<file path="src/rtl/stopwatch_bcd_core_pkg.sv">
// Purpose: shared types, encodings and helpers for the stopwatch BCD core.
// Latency: n/a (package only).
// Backpressure: n/a.
package stopwatch_bcd_core_pkg;

  typedef enum logic [1:0] {
    ST_IDLE  = 2'd0,
    ST_RUN   = 2'd1,
    ST_PAUSE = 2'd2
  } sw_state_e;

  localparam logic [3:0] BCD_MAX = 4'd9;

  localparam int DEF_CLK_HZ  = 125_000_000;
  localparam int DEF_TICK_HZ = 100;
  localparam int DEF_DEB_CNT = 1_250_000;  // 10 ms at 125 MHz

  // SS.cc, most significant digit first
  typedef struct packed {
    logic [3:0] sec_tens;
    logic [3:0] sec_ones;
    logic [3:0] cs_tens;
    logic [3:0] cs_ones;
  } bcd_t;

  typedef struct packed {
    logic       carry;
    logic [3:0] digit;
  } digit_inc_t;

  // One BCD digit stage of the ripple chain. ">=" folds any out-of-range
  // nibble back to 0 so the counter can never sit above 9.
  function automatic digit_inc_t bcd_inc(input logic [3:0] d, input logic cin);
    digit_inc_t r;
    r.carry = 1'b0;
    r.digit = d;
    if (cin) begin
      if (d >= BCD_MAX) begin
        r.carry = 1'b1;
        r.digit = 4'd0;
      end else begin
        r.digit = d + 4'd1;
      end
    end
    return r;
  endfunction

endpackage

</file>
<file path="src/rtl/stopwatch_bcd_core_if.sv">
// Purpose: button inputs and BCD/status outputs of the stopwatch core.
// Latency: n/a (wiring only).
// Backpressure: none; buttons are raw levels, outputs are free-running.
// Ports: start/stop raw buttons (master drives); bcd {ss,cc} digits, running
//        level and wrap pulse (slave drives).
interface stopwatch_bcd_core_if;
  logic        start;
  logic        stop;
  logic [15:0] bcd;
  logic        running;
  logic        wrap;

  modport master (output start, output stop, input bcd, input running, input wrap);
  modport slave  (input start, input stop, output bcd, output running, output wrap);
endinterface

</file>
<file path="src/rtl/stopwatch_bcd_core_btn_cond.sv">
// Purpose: condition one raw button: 2-FF sync, debounce, rising-edge pulse.
// Latency: button high at edge k -> pulse high in cycle k+DEB_CNT+3.
// Backpressure: none; pulse is a single-cycle event, release gives no pulse.
// Ports: clk, rst (async, active-high), btn raw input, pulse 1-cycle output.
module stopwatch_bcd_core_btn_cond #(
  parameter int DEB_CNT = 1_250_000
) (
  input  logic clk,
  input  logic rst,
  input  logic btn,
  output logic pulse
);

  localparam int CW = (DEB_CNT > 1) ? $clog2(DEB_CNT) : 1;
  localparam logic [CW-1:0] CNT_LAST = CW'(DEB_CNT - 1);

  logic          sync1;
  logic          sync2;
  logic          deb;
  logic          deb_q;
  logic [CW-1:0] cnt;

  always_ff @(posedge clk or posedge rst) begin
    if (rst) begin
      sync1 <= 1'b0;
      sync2 <= 1'b0;
      deb   <= 1'b0;
      deb_q <= 1'b0;
      cnt   <= '0;
      pulse <= 1'b0;
    end else begin
      sync1 <= btn;
      sync2 <= sync1;
      deb_q <= deb;
      pulse <= deb & ~deb_q;
      // cnt is the length of the current run of samples disagreeing with
      // deb; any agreeing sample restarts the qualification window.
      if (sync2 == deb) begin
        cnt <= '0;
      end else if (cnt == CNT_LAST) begin
        deb <= sync2;
        cnt <= '0;
      end else begin
        cnt <= cnt + CW'(1);
      end
    end
  end

endmodule

</file>
<file path="src/rtl/stopwatch_bcd_core.sv">
// Purpose: stopwatch FSM, centisecond prescaler and SS.cc BCD counter.
// Latency: bcd/running/wrap registered; button effect DEB_CNT+4 edges after press.
// Backpressure: none; counts whenever in RUN.
// Ports: clk, rst (async, active-high), sw slave modport (start/stop in,
//        bcd/running/wrap out).
module stopwatch_bcd_core
  import stopwatch_bcd_core_pkg::*;
#(
  parameter int CLK_HZ  = DEF_CLK_HZ,
  parameter int TICK_HZ = DEF_TICK_HZ,
  parameter int DEB_CNT = DEF_DEB_CNT
) (
  input  logic                 clk,
  input  logic                 rst,
  stopwatch_bcd_core_if.slave  sw
);

  localparam int TICK_DIV = CLK_HZ / TICK_HZ;
  localparam int PW = $clog2(TICK_DIV);
  localparam logic [PW-1:0] PRESC_LAST = PW'(TICK_DIV - 1);

  logic          start_p;
  logic          stop_p;
  sw_state_e     state;
  sw_state_e     state_nxt;
  logic [PW-1:0] presc;
  logic [PW-1:0] presc_nxt;
  bcd_t          cnt_q;
  bcd_t          cnt_nxt;
  logic          tick;
  logic          wrap_nxt;
  logic          running_q;
  logic          wrap_q;
  digit_inc_t    inc_cs_ones;
  digit_inc_t    inc_cs_tens;
  digit_inc_t    inc_sec_ones;
  digit_inc_t    inc_sec_tens;

  stopwatch_bcd_core_btn_cond #(.DEB_CNT(DEB_CNT)) u_start_cond (
    .clk   (clk),
    .rst   (rst),
    .btn   (sw.start),
    .pulse (start_p)
  );

  stopwatch_bcd_core_btn_cond #(.DEB_CNT(DEB_CNT)) u_stop_cond (
    .clk   (clk),
    .rst   (rst),
    .btn   (sw.stop),
    .pulse (stop_p)
  );

  always_comb begin
    state_nxt = state;
    presc_nxt = presc;
    tick      = 1'b0;

    // The prescaler advances on every RUN cycle, including the one where
    // stop_p arrives: the pause only takes hold from the next edge.
    if (state == ST_RUN) begin
      tick      = (presc == PRESC_LAST);
      presc_nxt = tick ? '0 : presc + PW'(1);
    end

    inc_cs_ones  = bcd_inc(cnt_q.cs_ones,  tick);
    inc_cs_tens  = bcd_inc(cnt_q.cs_tens,  inc_cs_ones.carry);
    inc_sec_ones = bcd_inc(cnt_q.sec_ones, inc_cs_tens.carry);
    inc_sec_tens = bcd_inc(cnt_q.sec_tens, inc_sec_ones.carry);

    cnt_nxt.cs_ones  = inc_cs_ones.digit;
    cnt_nxt.cs_tens  = inc_cs_tens.digit;
    cnt_nxt.sec_ones = inc_sec_ones.digit;
    cnt_nxt.sec_tens = inc_sec_tens.digit;
    wrap_nxt         = inc_sec_tens.carry;

    // stop_p is tested first everywhere so it wins over a coincident start_p.
    case (state)
      ST_IDLE: begin
        if (!stop_p && start_p) state_nxt = ST_RUN;
      end
      ST_RUN: begin
        if (stop_p) state_nxt = ST_PAUSE;
      end
      ST_PAUSE: begin
        if (stop_p) begin
          state_nxt = ST_IDLE;
          presc_nxt = '0;
          cnt_nxt   = '0;
        end else if (start_p) begin
          state_nxt = ST_RUN;
        end
      end
      default: begin
        state_nxt = ST_IDLE;
        presc_nxt = '0;
        cnt_nxt   = '0;
      end
    endcase
  end

  always_ff @(posedge clk or posedge rst) begin
    if (rst) begin
      state     <= ST_IDLE;
      presc     <= '0;
      cnt_q     <= '0;
      running_q <= 1'b0;
      wrap_q    <= 1'b0;
    end else begin
      state     <= state_nxt;
      presc     <= presc_nxt;
      cnt_q     <= cnt_nxt;
      running_q <= (state_nxt == ST_RUN);
      wrap_q    <= wrap_nxt;
    end
  end

  assign sw.bcd     = cnt_q;
  assign sw.running = running_q;
  assign sw.wrap    = wrap_q;

endmodule
</file>
<file path="src/flat_wrapper.sv">
// flat-port wrapper written by rule: the top's interface ports become plain ports
module stopwatch_bcd_core_flat import stopwatch_bcd_core_pkg::*;
#(
  parameter int CLK_HZ  = DEF_CLK_HZ,
  parameter int TICK_HZ = DEF_TICK_HZ,
  parameter int DEB_CNT = DEF_DEB_CNT
)
  (clk, rst, sw_start, sw_stop, sw_bcd, sw_running, sw_wrap);
  stopwatch_bcd_core_if sw_i ();
  input  logic clk;
  input  logic rst;
  input wire logic [$bits(sw_i.start)-1:0] sw_start;
  input wire logic [$bits(sw_i.stop)-1:0] sw_stop;
  output wire logic [$bits(sw_i.bcd)-1:0] sw_bcd;
  output wire logic [$bits(sw_i.running)-1:0] sw_running;
  output wire logic [$bits(sw_i.wrap)-1:0] sw_wrap;
  assign sw_i.start = sw_start;
  assign sw_i.stop = sw_stop;
  assign sw_bcd = sw_i.bcd;
  assign sw_running = sw_i.running;
  assign sw_wrap = sw_i.wrap;
  stopwatch_bcd_core #(.CLK_HZ(CLK_HZ), .TICK_HZ(TICK_HZ), .DEB_CNT(DEB_CNT)) u_core (.clk(clk), .rst(rst), .sw(sw_i));
endmodule
</file>
<file path="config.mk">
export PLATFORM = sky130hd
export DESIGN_NAME = stopwatch_bcd_core_flat
export DESIGN_NICKNAME = d
export VERILOG_FILES = /design/src/rtl/stopwatch_bcd_core_pkg.sv /design/src/rtl/stopwatch_bcd_core_if.sv /design/src/rtl/stopwatch_bcd_core_btn_cond.sv /design/src/rtl/stopwatch_bcd_core.sv /design/src/flat_wrapper.sv
export SDC_FILE = /design/constraint.sdc
export NUM_CORES = 1
export LEC_CHECK = 0
export CAP_MARGIN = 0
export CORE_ASPECT_RATIO = 1.75
export CORE_MARGIN = 5
export CORE_UTILIZATION = 60
export DETAILED_ROUTE_END_ITERATION = 10
export PLACE_DENSITY = 0.87
export SYNTH_ARGS = -nofsm -noshare
export SYNTH_HDL_FRONTEND = slang
export SYNTH_HIERARCHICAL = 1
export SYNTH_SLANG_ARGS = --single-unit
</file>
<file path="constraint.sdc">
create_clock -name clk -period 2.1 [get_ports clk]
set_input_delay 0.42 -clock clk [delete_from_list [all_inputs] [get_ports clk]]
set_output_delay 0.42 -clock clk [all_outputs]
set_load 0.02 [all_outputs]
</file>
* Word level (Yosys, flattened, before mapping)
Index checks and enable logic that the tools add are counted.
** Storage, ports and cells
- Flip-flop bits (word level) :: 93
- Bits of input ports :: 4
- Output and inout bits :: 18
- Word-level logic and storage cells :: 79
** Cells by class
- $add $sub $neg :: 7
- Order comparisons :: 4
- Equal/unequal tests :: 8
- Muxes and demuxes :: 28
- Bitwise operators :: 6
- Reductions and logical operators :: 6
** Operators by type and width (count)
- $mux W21 :: 7
- $add A21 B1 Y21 const B :: 3
- $eq A21 B21 Y1 const B :: 3
- $pmux W21 S2 :: 1
- $pmux W16 S2 :: 1
- $mux W5 :: 4
- $add A4 B1 Y4 const B :: 4
- $ge A4 B4 Y1 const B :: 4
- $mux W16 :: 1
- $mux W4 :: 4
- $mux W2 :: 4
- $pmux W2 S3 :: 1
- $mux W1 :: 5
- $eq A2 B1 Y1 const B :: 2
- $not A1 Y1 :: 4
- $reduce_and A2 Y1 :: 2
- $and A1 B1 Y1 :: 2
- $eq A1 B1 Y1 :: 2
- $eq A2 B2 Y1 const B :: 1
- $logic_not A2 Y1 :: 1
- $reduce_or A2 Y1 :: 1
- $logic_and A1 B1 Y1 :: 1
- $logic_not A1 Y1 :: 1

* Longest topological paths before layout
- Depth in word-level cells :: 8
- Gate-level depth with buffers :: 8

* By module
The synthesis kept the hierarchy.
** Modules (own cells, without submodules)
- stopwatch_bcd_core_btn_cond :: times used 2, cells each 119, area an instance 1213.7 sq um
- stopwatch_bcd_core :: times used 1, cells each 230, area an instance 2290.9 sq um

* Least setup slack after synthesis
No wires, ideal clock.
- Path type :: flip-flop to flip-flop
- Start :: reg u_core.cnt_q, in the netlist u_core/sw.bcd[1]
- End :: reg u_core.cnt_q, in the netlist u_core/sw.bcd[7]
- Setup time :: 134 ps
- Arrival time :: 1859 ps
- Data required time :: 1966 ps
- Slack :: 107 ps
- Stages on the path, launching flop included :: 8
- Buffers on the path :: 0
- Clock period less this slack :: 1993 ps
- Cells stage by stage :: dfrtp_1 -> inv_1 -> ha_1 -> or3b_2 -> and2_1 -> and4_2 -> a41oi_1 -> nor3_1
** RTL lines
- start: declaration :: RTL line stopwatch_bcd_core.sv:28 : bcd_t cnt_q;
- start signal: assignment :: RTL line stopwatch_bcd_core.sv:111 : cnt_q <= cnt_nxt;

==> qor.yml <==
run_status:
  outcome: "finished, final reports clean"
route:
  drt-pass1-iter-count: 4
  first_iter_violations: 252
  drtAntennaViolNets: 0
  vias_per_cell: 6.10
  routed_wire_length_per_instance_um: 17.3
  detail_route.drc_violations: 0
  dr_total_vias: 3701
  totalWireLength_mm: 10.5
critical_path:
  cp_num_buf_inv: 2
  timing.critical_path.cells: "inv_2 > ha_2 > or3b_4 > nand4_1 > nor4_4 > buf_4 > nand4b_1 > a21oi_1"
  worst_path_class_setup: "register to register"
  required_time_reported_for_the_critical_path_endpoint_ns: 2.36
  timing.critical_path.to_type: "register"
  cp_top_family: "simple AND/OR/NAND/NOR gates"
  worst_path_max_delay_cell: "sky130_fd_sc_hd__dfrtp_2"
  peak_per_stage_delay_on_the_critical_path_ns: 0.42
  cp.arrival_ns: 2.35
  r2r_slack_ns: 0.02
  path_max_fanout: 6
  cp-start-kind: "register"
die:
  fp.dieH_um: 127
  row_count: 42
  start_util: 0.619
  floorplan.core_area_sq_um: 7620
  pin_count: 22
  floorplan.die.width_um: 77.0
  design.die.area_sq_um: 9810
cells_and_area:
  n_antenna_cell: 0
  flow.area_growth_from_synthesis_pct: 17.9
  final_layout_size_suffix_gt1_frac: 0.148
  fin_util: 0.730
  final_net_count: 533
  post-route-cell-area_sq_um: 5560
clocking:
  cts_tree: "done"
  htree_num_levels: 3
  ctsRootBufferMaster: "sky130_fd_sc_hd__clkbuf_16"
  cts_inserted_buffers: 9
  cts_buffer_depth: 2
  cts_hold_buffers: 0
  cts_num_sinks: 93
  worstSkewPairLatency_ns: 0.34
  clk_pin_slew_ns: 0.06
global_routing:
  grtUsageTotal: 0.224
  grt_pass1_wl_mm: 17.7
  grt_overflow: 0
  antenna_found_initial: 0
  first_global_vias: 3777
  grt_start_max_net_pins: 42
power:
  leakage_nw: 2.45
  seqPwrFrac: 0.487
  power_density_nw_per_um2: 670
  switchingPower_mw: 0.706
  internal_power_mw: 3.02
  switching_share: 0.189
  power.clock.fraction: 0.491
  worst_ir_drop_vdd_mv: 0.635
  power.combinational.fraction: 0.022
synth:
  synth_commonest_cells: "93 x sky130_fd_sc_hd__dfrtp_1, 81 x sky130_fd_sc_hd__nor2_1, 31 x sky130_fd_sc_hd__xnor2_1"
  postSynth.topFlopCell: "sky130_fd_sc_hd__dfrtp_1"
  sequential_fraction_of_the_synthesis_area: 0.493
  synthArstFlopShare: 1.00
  synthesis.yosys.warnings: 6
  post-synth-top-area-cell: "sky130_fd_sc_hd__dfrtp_1"
  netlist-cell-type-count: 50
  netlist_area_sq_um: 4720
  number_of_nets_produced_by_synthesis: 487
  synth_top_cells_by_area: "sky130_fd_sc_hd__dfrtp_1 49%, sky130_fd_sc_hd__nor2_1 6.4%, sky130_fd_sc_hd__xnor2_1 5.8%, sky130_fd_sc_hd__xor2_1 4.1%, sky130_fd_sc_hd__ha_1 4.0%"
  synthDominantCellAreaShare: 0.493
  library_cell_with_the_highest_instance_count_after_synthesis: "sky130_fd_sc_hd__dfrtp_1"
  synth_enable_flop_cells: 0
  syn_area_per_cell_sq_um: 10.1
  postSynthRegisterBits: 93
  synthesis.instances: 468
timing:
  final_setup_violating_endpoints: 0
  tightestPinTransition_ns: 0.597
  relSlewSlack: 0.598
  min_period_over_period: 0.992
  finalCriticalPeriod_ns: 2.08
  final_critical_path_setup_slack_ns: 0.0162
  fin_worst_skew_ns: 0.00801
  hold_viol: 0
  max_freq_mhz: 480
  slew_violations: 0
  setup_repair_after_global_routing_missed_its_margin: "yes"
flow_run:
  max_cap_violations: 0
place:
  placement.cell_area_sq_um: 5130
  place_hpwl_mm: 7.15
  placement.setup.worst_slack_ns: 0.0711
  gpl.final_weighted_congestion: 0.894
  portBuffers: 21
hold_path:
  hp-class: "register to register"
-- area by class of cell --
type	instances	area (sq um)
sequential	93	2330
multi-input combinational	338	2270
fill	508	2060
timing repair buffer	47	418
clock buffer	12	246
tap	88	110
clock inverter	4	95.1
inverter	25	93.8
-- final timing paths --
kind / from / end / cells after the start
setup / recovery: u_core/sw.bcd[8] / u_core/sw.bcd[14] / 8
hold / removal: u_core/u_start_cond/sync1 / u_core/u_start_cond/sync2 / 0
setup reg to reg: u_core/sw.bcd[8] / u_core/sw.bcd[14] / 8
hold reg to reg: u_core/u_start_cond/sync1 / u_core/u_start_cond/sync2 / 0
max in group asynchronous: rst / u_core/sw.bcd[4] / 3
min in group asynchronous: rst / u_core/u_stop_cond/pulse / 3
-- flip-flops by register name, summed over array words and instances, names as in the netlist, 2 cells and up --
name                     cells
u_core/u_stop_cond/cnt      21
u_core/presc                21
u_core/sw.bcd               16
u_core/u_start_cond/cnt     21
u_core/state                 2
-- worst register-to-register path, cell delays in order (launching register included) --
cell and delay, ns:
sky130_fd_sc_hd__dfrtp_2 0.42, sky130_fd_sc_hd__inv_2 0.05, sky130_fd_sc_hd__ha_2 0.18, sky130_fd_sc_hd__or3b_4 0.25, sky130_fd_sc_hd__nand4_1 0.25, sky130_fd_sc_hd__nor4_4 0.39, sky130_fd_sc_hd__buf_4 0.19, sky130_fd_sc_hd__nand4b_1 0.14
sky130_fd_sc_hd__a21oi_1 0.15
-- power groups by stage --
| stage | combinational (mW) | clock (mW) | sequential [mW] |
|---|---|---|---|
| 2_1_floorplan | 0.0526 | 0 | 1.85 |
| 3_3_place_gp | 0.0793 | 0 | 1.85 |
| 6_report | 0.0805 | 1.83 | 1.82 |
| 4_1_cts | 0.0834 | 1.87 | 1.82 |
| 3_5_place_dp | 0.0828 | 0 | 1.85 |
| 5_1_grt | 0.0960 | 1.92 | 1.82 |
-- per-layer routing --
metal	track usage	up-vias	wire (um)
li1	-	1731	-
met1	0.233	1855	3800
met2	0.417	84	5990
met3	0.0521	31	361
met4	0.104	0	335
met5	0	-	0
-- metrics by stage --
step,total power [mW],hold slack [ns],TNS [ns],std cells
floorplan,1.90,0.331,0,468
global placement,1.93,0.332,0,583
detailed placement,1.93,0.336,0,583
CTS,3.77,0.349,0,599
global route,3.84,0.364,-0.327,607
finish,3.73,0.345,0,607
-- logic make-up after synthesis --
family / share of synthesized area
and+or+nand+nor: 0.265
DFF: 0.493
xor gates and xnor gates: 0.0984
AOI/OAI and AO/OA: 0.0583
buffers and inverters: 0.0313
adders and majority gates: 0.0398
muxes: 0.0135
-- layout by cell type (no fill, tap or decap), types with 11 or more instances in the layout --
master                            count
sky130_fd_sc_hd__dfrtp_1             91
sky130_fd_sc_hd__nor3_1              11
sky130_fd_sc_hd__nor2_1              80
sky130_fd_sc_hd__a21oi_1             16
sky130_fd_sc_hd__nand3_1             17
sky130_fd_sc_hd__inv_1               22
sky130_fd_sc_hd__clkdlybuf4s50_1     21
sky130_fd_sc_hd__ha_1                13
sky130_fd_sc_hd__buf_4               25
sky130_fd_sc_hd__nand2_1             25
sky130_fd_sc_hd__xnor2_1             31
sky130_fd_sc_hd__xor2_1              22
sky130_fd_sc_hd__nand4_1             19
-- timing repair --
action | CTS | global route
resized for setup | 0 | 13
setup buffers | 0 | 8
setup endpoints to repair | 0 | 10
Note: power is estimated with default switching activity, not from simulation.
